--- src/rtl/spi_ram_arb_pkg.sv ---
// Shared types and opcode encodings for the SPI/host RAM arbiter.
// Imported by the top level and the round-robin sub-block.
package spi_ram_arb_pkg;

    typedef enum logic [1:0] {
        StIdle   = 2'd0,
        StAccess = 2'd1,
        StRdWait = 2'd2
    } state_e;

    localparam logic [1:0] OP_WADDR = 2'b00;
    localparam logic [1:0] OP_WDATA = 2'b01;
    localparam logic [1:0] OP_RADDR = 2'b10;
    localparam logic [1:0] OP_RDATA = 2'b11;

    function automatic logic is_data_op(input logic [1:0] op);
        return (op == OP_WDATA) || (op == OP_RDATA);
    endfunction

endpackage

--- src/rtl/rr_arb2.sv ---
// Two-requester round-robin grant with a last-served marker.
// Requester 0 is the SPI side, requester 1 the host; reset favours requester 0 on the first tie.
module rr_arb2 (
    input  logic clk,
    input  logic rst,
    input  logic i_req0,
    input  logic i_req1,
    input  logic i_take,
    output logic o_gnt0,
    output logic o_gnt1
);

    logic r_last1;

    always_comb begin
        o_gnt0 = 1'b0;
        o_gnt1 = 1'b0;
        if (i_req0 && i_req1) begin
            o_gnt0 = r_last1;
            o_gnt1 = !r_last1;
        end else begin
            o_gnt0 = i_req0;
            o_gnt1 = i_req1;
        end
    end

    always_ff @(posedge clk) begin
        if (rst) begin
            r_last1 <= 1'b1;
        end else if (i_take && (o_gnt0 || o_gnt1)) begin
            r_last1 <= o_gnt1;
        end
    end

endmodule

--- src/rtl/spi_ram_arbiter.sv ---
// Arbitrates a single-port RAM between an SPI command stream and a host request port.
// SPI data commands go through a one-entry pending register; all outputs are registered.
module spi_ram_arbiter
    import spi_ram_arb_pkg::*;
#(
    parameter int unsigned ADDR_W = 8,
    parameter int unsigned DATA_W = 8
) (
    input  logic              clk,
    input  logic              rst,
    input  logic [ADDR_W+1:0] spi_rx_data,
    input  logic              spi_rx_valid,
    output logic [DATA_W-1:0] spi_tx_data,
    output logic              spi_tx_valid,
    input  logic              host_req,
    input  logic              host_we,
    input  logic [ADDR_W-1:0] host_addr,
    input  logic [DATA_W-1:0] host_wdata,
    output logic              host_gnt,
    output logic [DATA_W-1:0] host_rdata,
    output logic              host_rvalid,
    output logic              ram_en,
    output logic              ram_we,
    output logic [ADDR_W-1:0] ram_addr,
    output logic [DATA_W-1:0] ram_wdata,
    input  logic [DATA_W-1:0] ram_rdata,
    output logic              err_ovf
);

    state_e r_state, w_state_next;

    logic [ADDR_W-1:0] r_wr_addr, r_rd_addr;
    logic              r_pend_vld, r_pend_we;
    logic [ADDR_W-1:0] r_pend_addr;
    logic [DATA_W-1:0] r_pend_data;
    logic              r_err_ovf;

    logic              r_win_host, w_win_host;
    logic              r_ram_en, w_ram_en;
    logic              r_ram_we, w_ram_we;
    logic [ADDR_W-1:0] r_ram_addr, w_ram_addr;
    logic [DATA_W-1:0] r_ram_wdata, w_ram_wdata;
    logic              r_host_gnt, w_host_gnt;
    logic              r_spi_tx_valid, w_spi_tx_valid;
    logic              r_host_rvalid, w_host_rvalid;
    logic [DATA_W-1:0] r_spi_tx_data, r_host_rdata;

    logic [1:0]        w_op;
    logic [ADDR_W-1:0] w_payload;
    logic              w_idle, w_consume, w_is_data, w_accept, w_ovf;
    logic              w_spi_req, w_host_req, w_gnt_spi, w_gnt_host;

    assign w_op      = spi_rx_data[ADDR_W+1:ADDR_W];
    assign w_payload = spi_rx_data[ADDR_W-1:0];
    assign w_idle    = (r_state == StIdle);
    // The pending entry is released during the ACCESS cycle it was issued in.
    assign w_consume = (r_state == StAccess) && !r_win_host;
    assign w_is_data = spi_rx_valid && is_data_op(w_op);
    assign w_accept  = w_is_data && (!r_pend_vld || w_consume);
    assign w_ovf     = w_is_data && r_pend_vld && !w_consume;

    assign w_spi_req  = w_idle && r_pend_vld;
    assign w_host_req = w_idle && host_req;

    rr_arb2 u_arb (
        .clk    (clk),
        .rst    (rst),
        .i_req0 (w_spi_req),
        .i_req1 (w_host_req),
        .i_take (w_idle),
        .o_gnt0 (w_gnt_spi),
        .o_gnt1 (w_gnt_host)
    );

    always_ff @(posedge clk) begin
        if (rst) begin
            r_wr_addr   <= '0;
            r_rd_addr   <= '0;
            r_pend_vld  <= 1'b0;
            r_pend_we   <= 1'b0;
            r_pend_addr <= '0;
            r_pend_data <= '0;
            r_err_ovf   <= 1'b0;
        end else begin
            if (spi_rx_valid && (w_op == OP_WADDR)) begin
                r_wr_addr <= w_payload;
            end
            if (spi_rx_valid && (w_op == OP_RADDR)) begin
                r_rd_addr <= w_payload;
            end
            if (w_consume) begin
                r_pend_vld <= 1'b0;
            end
            if (w_accept) begin
                r_pend_vld  <= 1'b1;
                r_pend_we   <= (w_op == OP_WDATA);
                r_pend_addr <= (w_op == OP_WDATA) ? r_wr_addr : r_rd_addr;
                r_pend_data <= DATA_W'(w_payload);
            end
            if (w_ovf) begin
                r_err_ovf <= 1'b1;
            end
        end
    end

    always_comb begin
        w_state_next   = r_state;
        w_win_host     = r_win_host;
        w_ram_en       = 1'b0;
        w_ram_we       = 1'b0;
        w_ram_addr     = '0;
        w_ram_wdata    = '0;
        w_host_gnt     = 1'b0;
        w_spi_tx_valid = 1'b0;
        w_host_rvalid  = 1'b0;
        case (r_state)
            StIdle: begin
                if (w_gnt_spi) begin
                    w_state_next = StAccess;
                    w_win_host   = 1'b0;
                    w_ram_en     = 1'b1;
                    w_ram_we     = r_pend_we;
                    w_ram_addr   = r_pend_addr;
                    w_ram_wdata  = r_pend_data;
                end else if (w_gnt_host) begin
                    w_state_next = StAccess;
                    w_win_host   = 1'b1;
                    w_ram_en     = 1'b1;
                    w_ram_we     = host_we;
                    w_ram_addr   = host_addr;
                    w_ram_wdata  = host_wdata;
                    w_host_gnt   = 1'b1;
                end
            end
            StAccess: begin
                w_state_next = r_ram_we ? StIdle : StRdWait;
            end
            StRdWait: begin
                w_state_next   = StIdle;
                w_spi_tx_valid = !r_win_host;
                w_host_rvalid  = r_win_host;
            end
            default: begin
                w_state_next = StIdle;
            end
        endcase
    end

    always_ff @(posedge clk) begin
        if (rst) begin
            r_state        <= StIdle;
            r_win_host     <= 1'b0;
            r_ram_en       <= 1'b0;
            r_ram_we       <= 1'b0;
            r_ram_addr     <= '0;
            r_ram_wdata    <= '0;
            r_host_gnt     <= 1'b0;
            r_spi_tx_valid <= 1'b0;
            r_host_rvalid  <= 1'b0;
            r_spi_tx_data  <= '0;
            r_host_rdata   <= '0;
        end else begin
            r_state        <= w_state_next;
            r_win_host     <= w_win_host;
            r_ram_en       <= w_ram_en;
            r_ram_we       <= w_ram_we;
            r_ram_addr     <= w_ram_addr;
            r_ram_wdata    <= w_ram_wdata;
            r_host_gnt     <= w_host_gnt;
            r_spi_tx_valid <= w_spi_tx_valid;
            r_host_rvalid  <= w_host_rvalid;
            if ((r_state == StRdWait) && !r_win_host) begin
                r_spi_tx_data <= ram_rdata;
            end
            if ((r_state == StRdWait) && r_win_host) begin
                r_host_rdata <= ram_rdata;
            end
        end
    end

    assign spi_tx_data  = r_spi_tx_data;
    assign spi_tx_valid = r_spi_tx_valid;
    assign host_gnt     = r_host_gnt;
    assign host_rdata   = r_host_rdata;
    assign host_rvalid  = r_host_rvalid;
    assign ram_en       = r_ram_en;
    assign ram_we       = r_ram_we;
    assign ram_addr     = r_ram_addr;
    assign ram_wdata    = r_ram_wdata;
    assign err_ovf      = r_err_ovf;

endmodule

--- config.mk ---
export PLATFORM = sky130hd
export DESIGN_NAME = spi_ram_arbiter
export DESIGN_NICKNAME = d
export VERILOG_FILES = /design/src/rtl/spi_ram_arb_pkg.sv /design/src/rtl/rr_arb2.sv /design/src/rtl/spi_ram_arbiter.sv
export SDC_FILE = /design/constraint.sdc
export NUM_CORES = 1
export LEC_CHECK = 0
export ABC_CLOCK_PERIOD_IN_PS = 3830
export CORE_MARGIN = 2
export CORE_UTILIZATION = 43
export CTS_CLUSTER_SIZE = 28
export DETAILED_ROUTE_END_ITERATION = 10
export PLACE_DENSITY = 0.73
export SLEW_MARGIN = 5
export SYNTH_ARGS = -nofsm -noshare
export SYNTH_HDL_FRONTEND = slang
export SYNTH_SLANG_ARGS = --single-unit
export TNS_END_PERCENT = 5
--- constraint.sdc ---
create_clock -name clk -period 3.83 [get_ports clk]
set_input_delay 0.766 -clock clk [delete_from_list [all_inputs] [get_ports clk]]
set_output_delay 0.766 -clock clk [all_outputs]
set_load 0.01 [all_outputs]
Word-level counts from Yosys, hierarchy flattened
Index checks and enable logic that the tools add are counted.
Cells by class
  bitwise logic cells: 2
  shift operators: 0
  multiplexer cells: 19
  eq/ne operators: 6
  add/sub/neg operators: 0
  magnitude comparators: 0
  reduce and logical (&&, ||, !) cells: 28
  multiply operators: 0
  divide/modulo/power cells: 0
Operator list (number)
  8-bit two-way mux: 5
  1-bit logical AND: 13
  1-bit two-way mux: 10
  2-bit equality test (second input constant): 3
  2-bit two-way mux: 3
  2-bit by 1-bit equality test with 1-bit output (second input constant): 2
  1-bit zero test: 4
  2-bit zero test: 2
  2-bit case mux with 2 select lines: 1
  2-bit nonzero test: 2
  2-bit OR reduction: 2
  1-bit logical OR: 3
  3-bit != test (second input constant): 1
  3-bit OR reduction: 1
  1-bit inverter: 2
  2-bit AND reduction: 1
Storage, ports and cells
  latch bits: 0
  bits in writable memories: 0
  memories: 0
  bits in read-only memories: 0
  flip-flop bits (word level): 76
  word-level logic and storage cells: 74

Depth between registers and ports, before layout
Gate-level depths: netlist of run 1.
  depth after elaboration: 7
  depth in mapped cells: 5

Hierarchy
A second synthesis of run 1 with hierarchy kept.
Unflattened totals
  cells, all modules: 247
  area total of the unflattened synthesis: 2750.1 um^2
Modules (own cells, without submodules)
  spi_ram_arbiter: sequential area each 1501.4 um^2, cells each 240, area an instance 2688.8 um^2, instances 1
  rr_arb2: sequential area each 20.0 um^2, cells each 7, area an instance 61.3 um^2, instances 1

Worst setup path after synthesis of run 1
Ideal clock, no wire load.
  kind: input to register
  start: input rst
  end: register r_ram_addr[0] (netlist: ram_addr[0])
  path slack: 1953 ps
  library setup time: 59 ps
  cell stages on the path: 5
  arrival: 1818 ps
  path through: or3_1 > clkbuf_1 > nor3b_2 > buf_4 > a22o_1
Between the ends
  cells in the longest elaborated chain, start to end: 1
Ends and longest elaborated chain
  start: declaration: RTL line spi_ram_arbiter.sv:10  | input logic rst,
  2-bit OR reduction (no source line)
  end signal: assignment: RTL line spi_ram_arbiter.sv:167  | r_ram_addr <= w_ram_addr;
  end: declaration: RTL line spi_ram_arbiter.sv:41  | logic [ADDR_W-1:0] r_ram_addr, w_ram_addr;
No other way between the ends.
A chain may end at the register's enable or synchronous reset.

Worst setup path in the final report of run 1
  start: input spi_rx_data[8]
  end: register r_pend_data[6]
Between the ends
  cells in the longest elaborated chain, start to end: 4
  elaborated cells on any way between the ends: 5
  classes of those cells: eq/ne: 2; reduce/logical: 3
Ends and longest elaborated chain
  start: declaration: RTL line spi_ram_arbiter.sv:11  | input logic [ADDR_W+1:0] spi_rx_data,
  2-bit by 1-bit equality test with 1-bit output / 2-bit equality test (equally long branches): RTL line spi_ram_arb_pkg.sv:17  | return (op == OP_WDATA) || (op == OP_RDATA);
  1-bit logical OR (*): RTL line spi_ram_arb_pkg.sv:17
  1-bit logical AND (*): RTL line spi_ram_arbiter.sv:58  | assign w_is_data = spi_rx_valid && is_data_op(w_op);
  1-bit logical AND (*): RTL line spi_ram_arbiter.sv:59  | assign w_accept = w_is_data && (!r_pend_vld || w_consume);
  end signal: assignment: RTL line spi_ram_arbiter.sv:98  | r_pend_data <= DATA_W'(w_payload);
  end: declaration: RTL line spi_ram_arbiter.sv:35  | logic [DATA_W-1:0] r_pend_data;
Mark *: on every way between the ends. The rest lies on a longest branch, timed or not.

==> results.toml, run 1 <==
[worst_setup_path]
cpPeakStageDelay_ns = 0.70
critPathMaxFanout = 26
worst_setup_path_end_kind = "register"
cp_data_required_time_ns = 4.04
cp-start-kind = "input port"
worstPathCellList = "clkdlybuf4s50_1 > nand2_1 > a21oi_4 > mux2i_1 > nor2_1"
slowest_stage = "a21oi_4"
crit_arrival_ns = 2.47
rrSetupSlack_ns = 1.75
crit_type = "input port to register"

[timing]
period_share_pct = 59.0
setup_viol = 0
fin_skew_ns = 0.00660
finalMaxSlewViolations = 0
maxSlewHeadroom_pct = 39.9
hold_viol = 0
worstMarginPinSlew_ns = 0.900
rsz0062_at_grt = "false"
setup_tns_ns = 0
fin_crit_ns = 2.26
max_freq_mhz = 443

[pwr]
leakagePower_nw = 1.52
pwr-share-comb_pct = 10.6
worst_ir_drop_vdd_mv = 0.279
switching_share_pct = 22.5
p_clk_share_pct = 41.3
power.share.sequential_pct = 48.1
power_switching_w = 0.000396
p_int_w = 0.00136
power.density_nw_per_um2 = 466

[global_route]
grt_start_max_net_pins = 57
grt_pass1_wl_um = 9290
grt-ovfl-total = 0
grt_pass1_vias = 1959
grt_usage_pct = 16.7
antenna_found_initial = 0

[clocking]
tritoncts = "done"
root_buffer = "clkbuf_8"
insertion_delay_ns = 0.35
cts_max_level = 3
cts.reportedPaths.clkPinSlew_ns = 0.08
cts_buffer_depth = 2
holdBufCountCts = 0
cts_buffers = 9
cts_setup_buffers = 0
cts_sinks = 76
cts_resized = 0

[finish]
multiInputGateArea_um2 = 1150
n_fill_cell = 544
diodes = 0
nets = 360
finalInstanceArea_um2 = 3780
fin_cells = 403
drive_gt1_share_pct = 10.7
areaGrowthSynthToFinish_pct = 37.1
final_util_pct = 60.2
register_area_um2 = 1520

[placement]
place_inst = 387
dpl-instance-area_um2 = 3540
port_buffers = 76
place_congestion = 0.747
hpwl_um = 3870

[route]
drtAntennaViolNets = 0
drc = 0
num_vias = 1999
routed_wirelength_um = 5590
first_pass_iters = 4
drtIter0Drc = 112
avgRoutedWirePerCell_um = 13.9
via_per_inst = 4.96

[synth]
synth.top_cell.area_share_pct = 55.2
ys_top_cells_by_area = "dfxtp_1 55%, mux2i_1 17%, nor2_1 7.4%"
yosys-top-cells-count = "76 x dfxtp_1, 54 x nor2_1, 48 x mux2i_1"
ys_warn_count = 0
synth_edf_count = 0
synth_ff_type = "dfxtp_1"
syn_area_per_cell_um2 = 11.1
yosysSeqAreaShare_pct = 55.2
synth.distinct_cells = 30
yosysTopAreaCell = "dfxtp_1"
netlist_area_um2 = 2760
syn_inst = 249
syn_nets = 288
synth.most_common_cell = "dfxtp_1"
ys_seq_elements = 76
async_flop_share_pct = 0

[floorplan]
dieArea_um2 = 7060
initial_core_util_pct = 43.9
core_area_um2 = 6280
rows = 29
die_width_um = 84.0
io_pins = 77
die_h_um = 84.0

[job]
cap_violations = 0

[status]
outcome = "finished clean"

[hold_path]
hold_path_class = "register to register"
## path summary, 6_finish.rpt
kind / startpoint / endpoint / cells after the start
max reg2reg: r_state[0]$_SDFFE_PP0P_ / r_pend_data[6]$_SDFFE_PP0P_ / 4
min: ram_we$_SDFF_PP0_ / r_state[1]$_SDFFE_PP0P_ / 1
max: spi_rx_data[8] / r_pend_data[6]$_SDFFE_PP0P_ / 5
min reg2reg: ram_we$_SDFF_PP0_ / r_state[1]$_SDFFE_PP0P_ / 1
## through the flow
step	hold WS [ns]	total power, W	setup slack, ns
floorplan	0.442	0.000964	1.95
global placement	0.421	0.00105	1.28
detailed placement	0.419	0.00105	1.22
CTS	0.430	0.00177	1.58
global route	0.441	0.00183	1.42
finish	0.431	0.00176	1.57
## cell families after synthesis
family / synth area share [%]
DFF: 55.2
muxes: 17.4
buffers and inverters: 3.22
and+or+nand+nor: 12.8
AOI/OAI and AO/OA: 11.4
## metal layers
| metal | track usage [%] | up-vias | routed length (um) |
|---|---|---|---|
| met5 | 0 | - | 0 |
| met4 | 5.28 | 0 | 84 |
| met3 | 7.22 | 7 | 276 |
| met2 | 25.3 | 44 | 2660 |
| met1 | 21.5 | 940 | 2560 |
| li1 | - | 1008 | - |
## power groups by stage
stage                     registers, W  logic [W]  clock network [W]
final                         0.000847   0.000187           0.000726
after global routing          0.000851   0.000204           0.000773
after CTS                     0.000847   0.000189           0.000736
after detailed placement      0.000865   0.000188                  0
after global placement        0.000864   0.000186                  0
after floorplan               0.000866  0.0000984                  0
## worst max-delay path, delay by kind of cell
kind | cells | cell delay (ns)
compound gates | 1 | 0.70
buf+inv | 1 | 0.55
mux | 1 | 0.27
simple gates | 2 | 0.17
## layout by cell type, fill, tap and decap left out, types with 2 or more instances in the layout
cell type / instances
a22oi_1: 3
clkinv_4: 2
a211oi_2: 9
nor2b_1: 4
clkdlybuf4s50_1: 75
nor2_1: 54
a21oi_1: 2
buf_4: 2
mux2i_1: 48
nor3_1: 2
clkbuf_8: 9
nand2_1: 3
nor2_2: 2
nor3b_2: 2
dfxtp_1: 76
nand3b_1: 2
a22o_1: 14
bufinv_16: 3
## area by class of cell
cell class / instances / area share (%)
sequential: 76 / 40.3
multi-input combinational: 156 / 30.4
timing repair buffer: 78 / 20.4
clock buffer: 10 / 3.38
clock inverter: 6 / 2.98
tap: 77 / 2.55
## state kept, by name, summed over array words and instances (netlist names)
signal,cells
host_rdata,8
r_pend_addr,8
r_pend_data,8
r_rd_addr,8
r_wr_addr,8
ram_addr,8
ram_wdata,8
spi_tx_data,8
r_state,2
err_ovf,1
host_gnt,1
host_rvalid,1
r_pend_vld,1
r_pend_we,1
r_win_host,1
ram_en,1
ram_we,1
spi_tx_valid,1
u_arb.r_last1,1
(Power assumes the default switching activity.)
==> run 2: changes to the inputs <==
--- a/config.mk
+++ b/config.mk
@@ -5,12 +5,12 @@
 export SDC_FILE = /design/constraint.sdc
 export NUM_CORES = 1
 export LEC_CHECK = 0
-export ABC_CLOCK_PERIOD_IN_PS = 3830
+export ABC_CLOCK_PERIOD_IN_PS = 2000
 export CORE_MARGIN = 2
-export CORE_UTILIZATION = 43
+export CORE_UTILIZATION = 42
 export CTS_CLUSTER_SIZE = 28
 export DETAILED_ROUTE_END_ITERATION = 10
-export PLACE_DENSITY = 0.73
+export PLACE_DENSITY = 0.74
 export SLEW_MARGIN = 5
 export SYNTH_ARGS = -nofsm -noshare
 export SYNTH_HDL_FRONTEND = slang
==> constraint.sdc (replaced) <==
create_clock -name clk -period 2 [get_ports clk]
set_input_delay 0.4 -clock clk [delete_from_list [all_inputs] [get_ports clk]]
set_output_delay 0.4 -clock clk [all_outputs]
set_load 0.01 [all_outputs]
==> results.toml, run 2 (synthesized netlist as in run 1, its figures left out) <==
[finish]
areaGrowthSynthToFinish_pct = 39.1
drive_gt1_share_pct = 12.7
diodes = 0
register_area_um2 = 1520
final_common_cell = "dfxtp_1"
n_fill_cell = 508
multiInputGateArea_um2 = 1150
finalInstanceArea_um2 = 3830
final_cell_mix = "76 x dfxtp_1, 75 x clkdlybuf4s50_1, 54 x nor2_1"
nets = 366

[floorplan]
rows = 29
die_width_um = 85.0
die_h_um = 85.0
core_area_um2 = 6350
io_pins = 77
dieArea_um2 = 7220
initial_core_util_pct = 43.4

[clocking]
cts_setup_buffers = 0
cts_sinks = 76
root_buffer = "clkbuf_8"
holdBufCountCts = 0
tritoncts = "done"
cts_resized = 0
cts_buffers = 9
cts.reportedPaths.clkPinSlew_ns = 0.08
cts_max_level = 3
insertion_delay_ns = 0.34
cts_buffer_depth = 2

[worst_setup_path]
critPathMaxFanout = 14
worst-r2r-cell-count = 3
cpPeakStageDelay_ns = 0.68
r2r-end = "ram_addr[3]$_SDFF_PP0_"
crit_arrival_ns = 2.07
cp_data_required_time_ns = 2.28
critPathTopFamily = "simple AND/OR/NAND/NOR gates"
cp-start-kind = "register"
path_buf_inv = 0
rrSetupSlack_ns = 0.21
worstPathCellList = "or3_1 > nor3b_2 > a22o_1"
slowest_stage = "nor3b_2"
worst_setup_path_end_kind = "register"
crit_type = "register to register"
r2r_start = "r_state[0]$_SDFFE_PP0P_"

[route]
first_pass_iters = 4
routed_wirelength_um = 5670
drc = 0
num_vias = 2000
drtIter0Drc = 103
drtAntennaViolNets = 0
avgRoutedWirePerCell_um = 13.9
via_per_inst = 4.89

[global_route]
antenna_found_initial = 0
grt_pass1_wl_um = 9360
grt-ovfl-total = 0
grt_usage_pct = 16.6
grt_pass1_vias = 1957
grt_start_max_net_pins = 57

[job]
cap_violations = 0

[timing]
holdWs_ns = 0.431
setup_viol = 0
rsz0062_at_grt = "false"
period_share_pct = 89.3
fin_crit_ns = 1.79
finalMaxSlewViolations = 0
maxSlewHeadroom_pct = 45.9
fin_skew_ns = 0.00564
worstMarginPinSlew_ns = 0.809
max_freq_mhz = 560
hold_viol = 0

[pwr]
worst_ir_drop_vdd_mv = 0.487
power.density_nw_per_um2 = 857
leakagePower_nw = 1.55

[hold_path]
hold_path_class = "register to register"
min_to = "r_state[1]$_SDFFE_PP0P_"
min_from = "ram_we$_SDFF_PP0_"
holdPathStages = 1

[status]
outcome = "finished clean"

[placement]
place_congestion = 0.774
hpwl_um = 3930
dpl-instance-area_um2 = 3610
port_buffers = 76
-- run 2: power breakdown --
group	internal, W	switching (W)	total (W)
sequential	0.00158	0.0000395	0.00162
combinational	0.000214	0.000163	0.000377
clock	0.000736	0.000552	0.00129
total	0.00253	0.000754	0.00329
-- run 2: metrics by stage --
step / setup slack, ns / power (W) / setup TNS (ns) / instances / util, %
floorplan: 0.380 / 0.00185 / 0 / 249 / -
global placement: 0.0111 / 0.00203 / 0 / 393 / 56.8
global route: 0.0986 / 0.00342 / 0 / 409 / 60.4
finish: 0.215 / 0.00329 / 0 / 409 / 60.4
CTS: 0.197 / 0.00332 / 0 / 409 / 60.4
detailed placement: -0.0148 / 0.00203 / -0.0345 / 393 / 56.8
-- run 2: cell type report --
class | count | share of cell area (%)
Timing Repair Buffer | 84 | 21.9
Clock inverter | 6 | 2.25
Multi-Input combinational cell | 156 | 30.0
Sequential cell | 76 | 39.7
Tap cell | 77 | 2.51
Clock buffer | 10 | 3.59
-- run 2: worst max path at each step --
| stage | startpoint | endpoint | slack [ns] | cells after the start |
|---|---|---|---|---|
| 2_1_floorplan | r_state[0]$_SDFFE_PP0P_ | r_pend_data[6]$_SDFFE_PP0P_ | 0.38 | 5 |
| 3_3_place_gp | host_req | ram_wdata[4]$_SDFF_PP0_ | 0.01 | 4 |
| 3_5_place_dp | host_req | ram_wdata[3]$_SDFF_PP0_ | -0.01 | 4 |
| 4_1_cts | r_state[0]$_SDFFE_PP0P_ | ram_wdata[3]$_SDFF_PP0_ | 0.20 | 3 |
| 5_1_grt | r_state[0]$_SDFFE_PP0P_ | ram_addr[3]$_SDFF_PP0_ | 0.1 | 3 |
| 6_report | r_state[0]$_SDFFE_PP0P_ | ram_addr[3]$_SDFF_PP0_ | 0.21 | 3 |
-- run 2: worst register-to-register path, cell delays in order, from the launching register on --
cell and delay (ns):
dfxtp_1 0.37, or3_1 0.43, nor3b_2 0.68, a22o_1 0.24
-- run 2: metal layers --
layer  share of wire [%]  routed length, um  track usage (%)
met5                   0                  0                0
met4                 1.5                 86             8.23
met3                 3.8                215             3.70
met2                  46               2590             24.1
met1                  49               2770             23.2
